$ cat src/rtl/dds_lfsr_pkg.sv
// Shared types and constants for the DDS noise/dither LFSR seed sequencer.
// Provides the lane count, seed width, controller state enum, the power-up seed
// table and the substitute used for zero seeds, which would lock an LFSR up.
package dds_lfsr_pkg;

    localparam int unsigned SEED_W = 24;
    localparam int unsigned NLANE  = 4;
    localparam int unsigned LANE_W = 2;

    typedef logic [SEED_W-1:0] seed_t;

    typedef enum logic [1:0] {
        StIdle = 2'd0,
        StLoad = 2'd1,
        StRun  = 2'd2
    } state_e;

    localparam seed_t DEFAULT_SEED [NLANE] = '{
        24'h000001, 24'h5A5A5A, 24'hC3C3C3, 24'h0F0F0F
    };

    localparam seed_t ZERO_SUB_SEED = 24'h000001;

    // Zero would freeze an LFSR forever, so it is replaced on the way in.
    function automatic seed_t sanitize_seed(input seed_t s);
        return (s == '0) ? ZERO_SUB_SEED : s;
    endfunction

endpackage

$ cat src/rtl/lfsr_seed_sequencer_if.sv
// Seed-write port of the LFSR seed sequencer.
//   cfg_valid : request, held by the requester until accepted
//   cfg_ready : accept, driven by the sequencer
//   cfg_lane  : target lane
//   cfg_seed  : seed value
// A write completes on any clock edge where cfg_valid && cfg_ready.
interface lfsr_seed_sequencer_if;
    import dds_lfsr_pkg::*;

    logic              cfg_valid;
    logic              cfg_ready;
    logic [LANE_W-1:0] cfg_lane;
    seed_t             cfg_seed;

    modport master (
        output cfg_valid,
        output cfg_lane,
        output cfg_seed,
        input  cfg_ready
    );

    modport slave (
        input  cfg_valid,
        input  cfg_lane,
        input  cfg_seed,
        output cfg_ready
    );

endinterface

$ cat src/rtl/lfsr_reseed_timer.sv
// Reseed interval timer.
//   clk, rst : clock, synchronous active-high reset
//   clear    : force the count to zero (wins over en)
//   en       : advance the count by one
//   expire   : count has reached RESEED_CYC-1; constant 0 when RESEED_CYC == 0
module lfsr_reseed_timer #(
    parameter int unsigned CNT_W      = 32,
    parameter int unsigned RESEED_CYC = 0
) (
    input  logic clk,
    input  logic rst,
    input  logic clear,
    input  logic en,
    output logic expire
);

    localparam logic [CNT_W-1:0] LAST = CNT_W'(RESEED_CYC - 1);
    localparam bit               ENABLED = (RESEED_CYC != 0);

    logic [CNT_W-1:0] cnt_q, cnt_d;

    always_comb begin
        cnt_d = cnt_q;
        if (clear) begin
            cnt_d = '0;
        end else if (en) begin
            cnt_d = cnt_q + 1'b1;
        end
    end

    always_ff @(posedge clk) begin
        if (rst) begin
            cnt_q <= '0;
        end else begin
            cnt_q <= cnt_d;
        end
    end

    assign expire = ENABLED && (cnt_q == LAST);

endmodule

$ cat src/rtl/lfsr_seed_sequencer.sv
// Seed sequencer for the four DDS noise/dither LFSR lanes.
// Holds a per-lane seed shadow written through the cfg port, and on start (or
// periodic auto-reseed) walks the lanes out of reset one per cycle while driving
// each lane's seed on the shared initval bus. Every output is a flop.
//   clk, rst     : clock, synchronous active-high reset
//   start, stop  : begin a reseed sequence / hold all lanes in reset (stop wins)
//   cfg          : seed-write port (slave side)
//   lane_rst     : per-lane LFSR reset, lane_initval : shared seed bus
//   busy/running : in LOAD / in RUN; done : LOAD->RUN pulse
//   zero_sub     : pulse the cycle after a zero seed was accepted and replaced
module lfsr_seed_sequencer
    import dds_lfsr_pkg::*;
#(
    parameter int unsigned RESEED_CYC = 0,
    parameter int unsigned CNT_W      = 32
) (
    input  logic                  clk,
    input  logic                  rst,
    input  logic                  start,
    input  logic                  stop,
    lfsr_seed_sequencer_if.slave  cfg,
    output logic [NLANE-1:0]      lane_rst,
    output seed_t                 lane_initval,
    output logic                  busy,
    output logic                  running,
    output logic                  done,
    output logic                  zero_sub
);

    state_e            state_q, state_d;
    logic [LANE_W-1:0] k_q, k_d;
    seed_t             seed_q [NLANE];
    seed_t             seed_d [NLANE];
    logic [NLANE-1:0]  lane_rst_q, lane_rst_d;
    seed_t             lane_initval_q, lane_initval_d;
    logic              busy_q, busy_d;
    logic              running_q, running_d;
    logic              done_q, done_d;
    logic              zero_sub_q, zero_sub_d;
    logic              cfg_ready_q, cfg_ready_d;

    logic accept;
    logic timer_clear;
    logic timer_en;
    logic timer_expire;

    lfsr_reseed_timer #(
        .CNT_W      (CNT_W),
        .RESEED_CYC (RESEED_CYC)
    ) u_timer (
        .clk    (clk),
        .rst    (rst),
        .clear  (timer_clear),
        .en     (timer_en),
        .expire (timer_expire)
    );

    always_comb begin
        accept     = cfg.cfg_valid && cfg_ready_q;
        seed_d     = seed_q;
        zero_sub_d = 1'b0;
        if (accept) begin
            seed_d[cfg.cfg_lane] = sanitize_seed(cfg.cfg_seed);
            zero_sub_d           = (cfg.cfg_seed == '0);
        end

        state_d = state_q;
        k_d     = k_q;
        unique case (state_q)
            StIdle: begin
                if (start) begin
                    state_d = StLoad;
                    k_d     = '0;
                end
            end
            StLoad: begin
                // start is deliberately ignored here; k wraps to 0 on exit.
                k_d = k_q + 1'b1;
                if (k_q == LANE_W'(NLANE - 1)) begin
                    state_d = StRun;
                end
            end
            StRun: begin
                if (start || timer_expire) begin
                    state_d = StLoad;
                    k_d     = '0;
                end
            end
            default: begin
                state_d = StIdle;
                k_d     = '0;
            end
        endcase
        if (stop) begin
            state_d = StIdle;
            k_d     = '0;
        end

        timer_en    = (state_q == StRun);
        timer_clear = (state_d != StRun);

        // Outputs are decoded from next state and next seeds so that a seed
        // written alongside start is already visible in LOAD cycle 0.
        lane_rst_d     = '1;
        lane_initval_d = seed_d[0];
        unique case (state_d)
            StLoad: begin
                lane_rst_d     = {NLANE{1'b1}} << k_d;
                lane_initval_d = seed_d[k_d];
            end
            StRun: begin
                lane_rst_d     = '0;
                lane_initval_d = lane_initval_q;
            end
            default: begin
                lane_rst_d     = '1;
                lane_initval_d = seed_d[0];
            end
        endcase

        busy_d      = (state_d == StLoad);
        running_d   = (state_d == StRun);
        done_d      = (state_q == StLoad) && (state_d == StRun);
        cfg_ready_d = (state_d != StLoad);
    end

    always_ff @(posedge clk) begin
        if (rst) begin
            state_q        <= StIdle;
            k_q            <= '0;
            seed_q         <= DEFAULT_SEED;
            lane_rst_q     <= '1;
            lane_initval_q <= DEFAULT_SEED[0];
            busy_q         <= 1'b0;
            running_q      <= 1'b0;
            done_q         <= 1'b0;
            zero_sub_q     <= 1'b0;
            cfg_ready_q    <= 1'b1;
        end else begin
            state_q        <= state_d;
            k_q            <= k_d;
            seed_q         <= seed_d;
            lane_rst_q     <= lane_rst_d;
            lane_initval_q <= lane_initval_d;
            busy_q         <= busy_d;
            running_q      <= running_d;
            done_q         <= done_d;
            zero_sub_q     <= zero_sub_d;
            cfg_ready_q    <= cfg_ready_d;
        end
    end

    assign lane_rst      = lane_rst_q;
    assign lane_initval  = lane_initval_q;
    assign busy          = busy_q;
    assign running       = running_q;
    assign done          = done_q;
    assign zero_sub      = zero_sub_q;
    assign cfg.cfg_ready = cfg_ready_q;

endmodule

$ cat src/flat_wrapper.sv
// flat-port wrapper written by rule: the top's interface ports become plain ports
module lfsr_seed_sequencer_flat import dds_lfsr_pkg::*;
#(
    parameter int unsigned RESEED_CYC = 0,
    parameter int unsigned CNT_W      = 32
)
  (clk, rst, start, stop, lane_rst, lane_initval, busy, running, done, zero_sub, cfg_cfg_valid, cfg_cfg_lane, cfg_cfg_seed, cfg_cfg_ready);
  lfsr_seed_sequencer_if cfg_i ();
  input  logic clk;
  input  logic rst;
  input  logic start;
  input  logic stop;
  output logic [NLANE-1:0] lane_rst;
  output seed_t lane_initval;
  output logic busy;
  output logic running;
  output logic done;
  output logic zero_sub;
  input wire logic [$bits(cfg_i.cfg_valid)-1:0] cfg_cfg_valid;
  input wire logic [$bits(cfg_i.cfg_lane)-1:0] cfg_cfg_lane;
  input wire logic [$bits(cfg_i.cfg_seed)-1:0] cfg_cfg_seed;
  output wire logic [$bits(cfg_i.cfg_ready)-1:0] cfg_cfg_ready;
  assign cfg_i.cfg_valid = cfg_cfg_valid;
  assign cfg_i.cfg_lane = cfg_cfg_lane;
  assign cfg_i.cfg_seed = cfg_cfg_seed;
  assign cfg_cfg_ready = cfg_i.cfg_ready;
  lfsr_seed_sequencer #(.RESEED_CYC(RESEED_CYC), .CNT_W(CNT_W)) u_core (.clk(clk), .rst(rst), .start(start), .stop(stop), .cfg(cfg_i), .lane_rst(lane_rst), .lane_initval(lane_initval), .busy(busy), .running(running), .done(done), .zero_sub(zero_sub));
endmodule
$ cat config.mk
export PLATFORM = sky130hd
export DESIGN_NAME = lfsr_seed_sequencer_flat
export DESIGN_NICKNAME = d
export VERILOG_FILES = /design/src/rtl/dds_lfsr_pkg.sv /design/src/rtl/lfsr_seed_sequencer_if.sv /design/src/rtl/lfsr_reseed_timer.sv /design/src/rtl/lfsr_seed_sequencer.sv /design/src/flat_wrapper.sv
export SDC_FILE = /design/constraint.sdc
export NUM_CORES = 1
export LEC_CHECK = 0
export ABC_AREA = 1
export CAP_MARGIN = 20
export CORE_MARGIN = 2
export CORE_UTILIZATION = 50
export DETAILED_ROUTE_END_ITERATION = 8
export PLACE_DENSITY = 0.79
export SYNTH_ARGS = -nofsm -noshare
export SYNTH_HDL_FRONTEND = slang
export SYNTH_SLANG_ARGS = --single-unit
$ cat constraint.sdc
create_clock -name clk -period 2.1 [get_ports clk]
set_clock_uncertainty 0.1 [all_clocks]
set_input_delay 0.63 -clock clk [delete_from_list [all_inputs] [get_ports clk]]
set_output_delay 0.63 -clock clk [all_outputs]
set_load 0.005 [all_outputs]
# Yosys cells after proc, flatten, opt, wreduce, memory -nomap -nowiden
# Index checks and enable logic that the tools add are counted.
[op_classes] shift=1 n_reduce_logical=7 bitwise=3 n_eq_ne=6 muxes=17 n_addsub=1 magnitude_cmp=3
[op_table] operator="bitwise mux 96 bit" n=1
[op_table] operator="2-to-1 mux 24 bit" n=4
[op_table] operator="2-to-1 mux 96 bit" n=1
[op_table] operator="binary-select mux 24 bit (select 2 bit)" n=1
[op_table] operator="demux 24 bit (select 2 bit)" n=1
[op_table] operator="one-hot mux 24 bit (2 select lines)" n=1
[op_table] operator="zero test 24 bit" n=1
[op_table] operator="2-to-1 mux 2 bit" n=5
[op_table] operator="one-hot mux 2 bit (2 select lines)" n=2
[op_table] operator="one-hot mux 4 bit (2 select lines)" n=1
[op_table] operator="equality test 2 bit, second input constant" n=3
[op_table] operator="greater-or-equal comparator 3 bit, second input constant" n=2
[op_table] operator="inverter 2 -> 3 bit" n=2
[op_table] operator="equality test 2 x 1 -> 1 bit, second input constant" n=2
[op_table] operator="OR reduction 2 bit" n=2
[op_table] operator="<< shifter 4 x 2 -> 4 bit, first input constant" n=1
[op_table] operator="logical AND 1 bit" n=3
[op_table] operator="< comparator 3 x 1 -> 1 bit, second input constant" n=1
[op_table] operator="adder 2 x 1 -> 2 bit, second input constant" n=1
[op_table] operator="zero test 2 bit" n=1
[op_table] operator="inequality test 2 x 1 -> 1 bit, second input constant" n=1
[op_table] operator="inverter 1 bit" n=1
[word_totals] input_bits=31 ff_bits=133 elab_cells=51 output_inout_bits=33

# Logic depth before layout (Yosys ltp)
[logic_depth] depth_word=11 depth_mapped=13 mapped_depth_nobuf=12

# Hierarchy
# From an unflattened synthesis, not the netlist that was laid out.
[unflattened] hier_cells=781 hier_area_um2=5476.5
[modules_own_cells] mod="lfsr_seed_sequencer" instances=1 area_each_um2=5465.2 seq_area_each_um2=2662.6 cells_per_inst=779
[modules_own_cells] mod="lfsr_reseed_timer" instances=1 area_each_um2=11.3 seq_area_each_um2=0.0 cells_per_inst=2

# Least setup slack after synthesis
# OpenSTA, ideal clock, no wires.
[synth_path] kind="input-to-reg" startpoint="input port cfg_cfg_valid" endpoint="register u_core.lane_initval_q[14], in the netlist u_core.lane_initval[14]" path_slack_ps=171 n_path_buf=2 t_required_ps=1888 path_stages=11 setup_ps=112 t_arrival_ps=1717 cell_sequence="nand2_1 nor2_1 nand2_1 buf_4 buf_4 mux2i_1 nand2_1 nand3_1 nand2_1 nand2_1 nand2_1"
[synth_via] elab_chain_cells=6
[synth_rtl] item="from (decl)" line_no="flat_wrapper.sv:19" rtl="input wire logic [$bits(cfg_i.cfg_valid)-1:0] cfg_cfg_valid;"
[synth_rtl] item="logical AND 1 bit *" line_no="lfsr_seed_sequencer.sv:59" rtl="accept = cfg.cfg_valid && cfg_ready_q;"
[synth_rtl] item="2-to-1 mux 96 bit *" line_no="lfsr_seed_sequencer.sv:62" rtl="if (accept) begin"
[synth_rtl] item="binary-select mux 24 bit (select 2 bit)" line_no="lfsr_seed_sequencer.sv:109" rtl="lane_initval_d = seed_d[k_d];"
[synth_rtl] item="2-to-1 mux 24 bit (implied by the code) (2 in a row)" line_no="lfsr_seed_sequencer.sv:109"
[synth_rtl] item="one-hot mux 24 bit (2 select lines) *" line_no="lfsr_seed_sequencer.sv:106" rtl="unique case (state_d)"
[synth_rtl] item="to (signal assigned)" line_no="lfsr_seed_sequencer.sv:133" rtl="lane_initval_q <= DEFAULT_SEED[0];"
[synth_rtl] item="to (signal assigned)" line_no="lfsr_seed_sequencer.sv:144" rtl="lane_initval_q <= lane_initval_d;"
[synth_rtl] item="to (decl)" line_no="lfsr_seed_sequencer.sv:35" rtl="seed_t lane_initval_q, lane_initval_d;"
# Mark *: on every way between the ends. The rest lies on a longest branch, timed or not. The select of a mux whose other input is x is not followed.
# A chain may end at the register's enable or synchronous reset.

# Worst setup path after layout
[layout_path] startpoint="input port cfg_cfg_valid" endpoint="register u_core.lane_initval_q[4], in the netlist u_core.lane_initval[4]"
# The elaborated chain is that of the path after synthesis.

==> results by group <==
Clock network
  – Post-CTS setup buffer count: 0
  – CTS tree: built
  – Clock slew at reported path FFs: 0.06 ns
  – Hold buffers post-CTS: 0
  – Bufs on Longest Clock Path: 2
  – CTS Buf Count: 17
  – Clk sinks: 133
  – Clock Root Buffer: clkbuf_8
  – Clock Latency Late Sink: 0.52 ns
  – H-tree Lvls: 4

Synthesis
  – Synth area leaders: dfxtp_1 49%, nand2_1 15%, mux2i_1 13%
  – Synth Area in Compound Gates: around 7.4%
  – Synth area leader: dfxtp_1
  – Synth unique cells: 33
  – Post-synthesis register bit count: between 100 and 150
  – Mapped Area: approximately 0.0055 sq mm
  – Synth Flop Type: dfxtp_1
  – Seq/Total Area, Yosys: 48.6%
  – Post-Synth Simple-Gate Area: between 20% and 30%
  – Mux cell area share after synthesis: between 10% and 20%
  – Largest family of logic cells by synthesized area: simple AND/OR/NAND/NOR gates
  – YS warnings: 0
  – Number of synthesized flops with an enable pin: 0
  – Post-Synth XOR/XNOR Area: 0%
  – Synthesized netlist cell count: between 600 and 700
  – Adder-Cell Fraction of Synth Area: 0.228%
  – Per-instance average area after synthesis: ~8.1 sq um
  – Mapped Nets: between 700 and 800
  – Ys async rst share: 0%
  – Top-area cell type share of the netlist area: about half

Global route
  – Tot GR Track Use: between 20 and 30%
  – Vias in the first global route: approximately 5400
  – Initial antenna violation count: 0
  – First-pass GRT wire length: approximately 26 mm
  – Pin count of the biggest net entering global routing: 39
  – Grt ovf: 0

Floorplanning
  – Initial Utilization: approximately half
  – Die Width: around 110 um
  – Core area: between 0.01 and 0.015 sq mm
  – Die H: ~110 um
  – Site Rows: 38
  – IO Pins: 64
  – Die area: around 0.012 sq mm

STA
  – Final Hold Vio Count: 0
  – Fin worst setup slack: between 0.02 and 0.025 ns
  – Final Critical Period: 2.08 ns
  – Worst-Margin Slew: about 0.43 ns
  – Relative slew slack: 71.2%
  – # setup viols final: 0
  – Period Utilization, post-route: between 90% and 100%
  – Max Freq: about 480 MHz
  – RSZ-0062 raised after global routing: yes
  – Slew Limit Fails: 0

Worst hold path
  – Worst hold path class: reg2reg

Routing
  – DRT iter0 DRCs: ~430
  – Top routing layer in use: met4
  – Met3 routed WL: 1.39 mm
  – ANT nets after route: 0
  – Vias: roughly 5400
  – Met2 WL: 8.51 mm
  – TritonRoute pass-1 iters: 9
  – DRT met1 WL: ~6.6 mm
  – Vias per std cell: between 5 and 6
  – DRT Wirelength: roughly 17 mm
  – DRC Markers: 0
  – Drt wl/cell: about 17 um

Critical path
  – Crit end category: flip-flop
  – Element type at the critical path start: input pin
  – Reg-to-reg setup timing slack: between 0.15 and 0.2 ns
  – Crit path required time: approximately 2.4 ns
  – Cell Chain, Critical Path: clkdlybuf4s50_1 > nand2_1 > nor2_2 > nand2_2 > buf_12 > nand2_1 > o21ai_0 > o211ai_1 > nand2_1 > nand2_1 > nand2_1
  – Worst path arrival time: between 2 and 2.5 ns
  – Crit path max fanout: 11
  – Crit Path Class: in2reg
  – Worst path max stage delay: around 0.46 ns
  – Cell mode on critical path: nand2_1
  – Crit-path slowest cell: clkdlybuf4s50_1

Cells and area
  – Commonest cells after routing, fill and taps aside: 217 x nand2_1, 129 x dfxtp_1, 100 x buf_4
  – # diodes: 0
  – Area growth, synth to finish: 43.5%
  – Share of layout cells above drive strength 1: a little under a quarter
  – Final cell count without fillers: 994
  – Commonest non-fill, non-tap cell in the layout: nand2_1
  – Fill count: ~730
  – Nets: roughly 870
  – Final Util: about three quarters

Place
  – Final HPWL DP: just over 10 mm
  – IO Port Bufs: 63
  – GPL Wtd Cong: between 0.8 and 0.9
  – Cells after DPL: between 900 and 1000
  – Pre-CTS setup slack: -0.530 ns

Power
  – Worst IR Drop VDD: between 0.4 and 0.5 mV
  – Power density over the cells: around 800 mW/mm^2
  – Power Total: 0.00646 W
  – Leakage: ~4.0 nW

Status
  – Status: completed

Run
  – Max Cap Viol: 0
==> cells by family after synthesis <==
group | after synthesis
simple gates | 345
flops | 133
mux | 71
buf+inv | 59
fa+ha+maj | 1
compound gates | 69
==> metrics by stage <==
stage | setup TNS, ns | hold WS [ns] | cell area [sq um]
global placement | -21.51 | 0.338 | 7060
CTS | 0 | 0.354 | 7680
detailed placement | -28.55 | 0.339 | 7060
global route | -0.190 | 0.364 | 7870
finish | 0 | 0.340 | 7870
floorplan | 0 | 0.334 | 5480
==> state kept, by name (all words and copies together), names as in the netlist <==
| name | count |
|---|---|
| u_core.lane_rst | 4 |
| u_core.k_q | 2 |
| u_core.state_q | 2 |
| u_core.busy | 1 |
| u_core.zero_sub | 1 |
| u_core.running | 1 |
| u_core.seed_q | 96 |
| u_core.lane_initval | 24 |
| u_core.cfg.cfg_ready | 1 |
| u_core.done | 1 |
==> worst max-delay path, delay by kind of cell <==
kind                   cells  cell delay (ns)
buffers and inverters      2             0.66
AO/OA/AOI/OAI              2             0.37
AND/OR/NAND/NOR            7             0.72
==> cells in the mapped netlist, drive strengths merged, types with 2 or more instances <==
cell    instances
nand3          27
nor2           83
a21oi          35
mux2i          71
or2             9
clkinv          2
inv            26
buf            20
clkbuf         11
o21ai          28
nand2         225
o211ai          2
dfxtp         133
==> metal layers <==
metal | up-vias | GRT usage [%]
met5 | - | 0
met4 | 0 | 15.2
met2 | 295 | 48.5
met3 | 72 | 7.35
met1 | 2567 | 33.3
li1 | 2509 | -
==> power by group <==
group	switching (W)	total (W)	internal, W
clock	0.00116	0.00314	0.00198
combinational	0.000350	0.000675	0.000325
sequential	0.0000370	0.00265	0.00261
total	0.00154	0.00646	0.00492
==> what timing repair did <==
item                       4_1_cts  5_1_grt
pin swaps                        0        1
setup endpoints to repair       13       44
cloned                           0        1
resized for setup               14       51
==> path summary, 6_finish.rpt <==
check                                               end              startpoint  depth (start not counted)
worst max register to register  u_core.lane_initval[18]           u_core.k_q[0]                         11
worst min register to register   u_core.lane_initval[3]  u_core.lane_initval[3]                          2
worst max-delay path             u_core.lane_initval[4]           cfg_cfg_valid                         11
worst min-delay path             u_core.lane_initval[3]  u_core.lane_initval[3]                          2
==> final cells by class <==
cell class                      instances  area (sq um)  area share (%)
Sequential cell                       133          2670            33.9
Inverter                               28           111            1.41
Tap cell                              140           175            2.23
Clock buffer                           19           432            5.48
Clock inverter                         13           195            2.48
Multi-Input combinational cell        486          2630            33.5
Timing Repair Buffer                  175          1660            21.0
(Power assumes the default switching activity.)
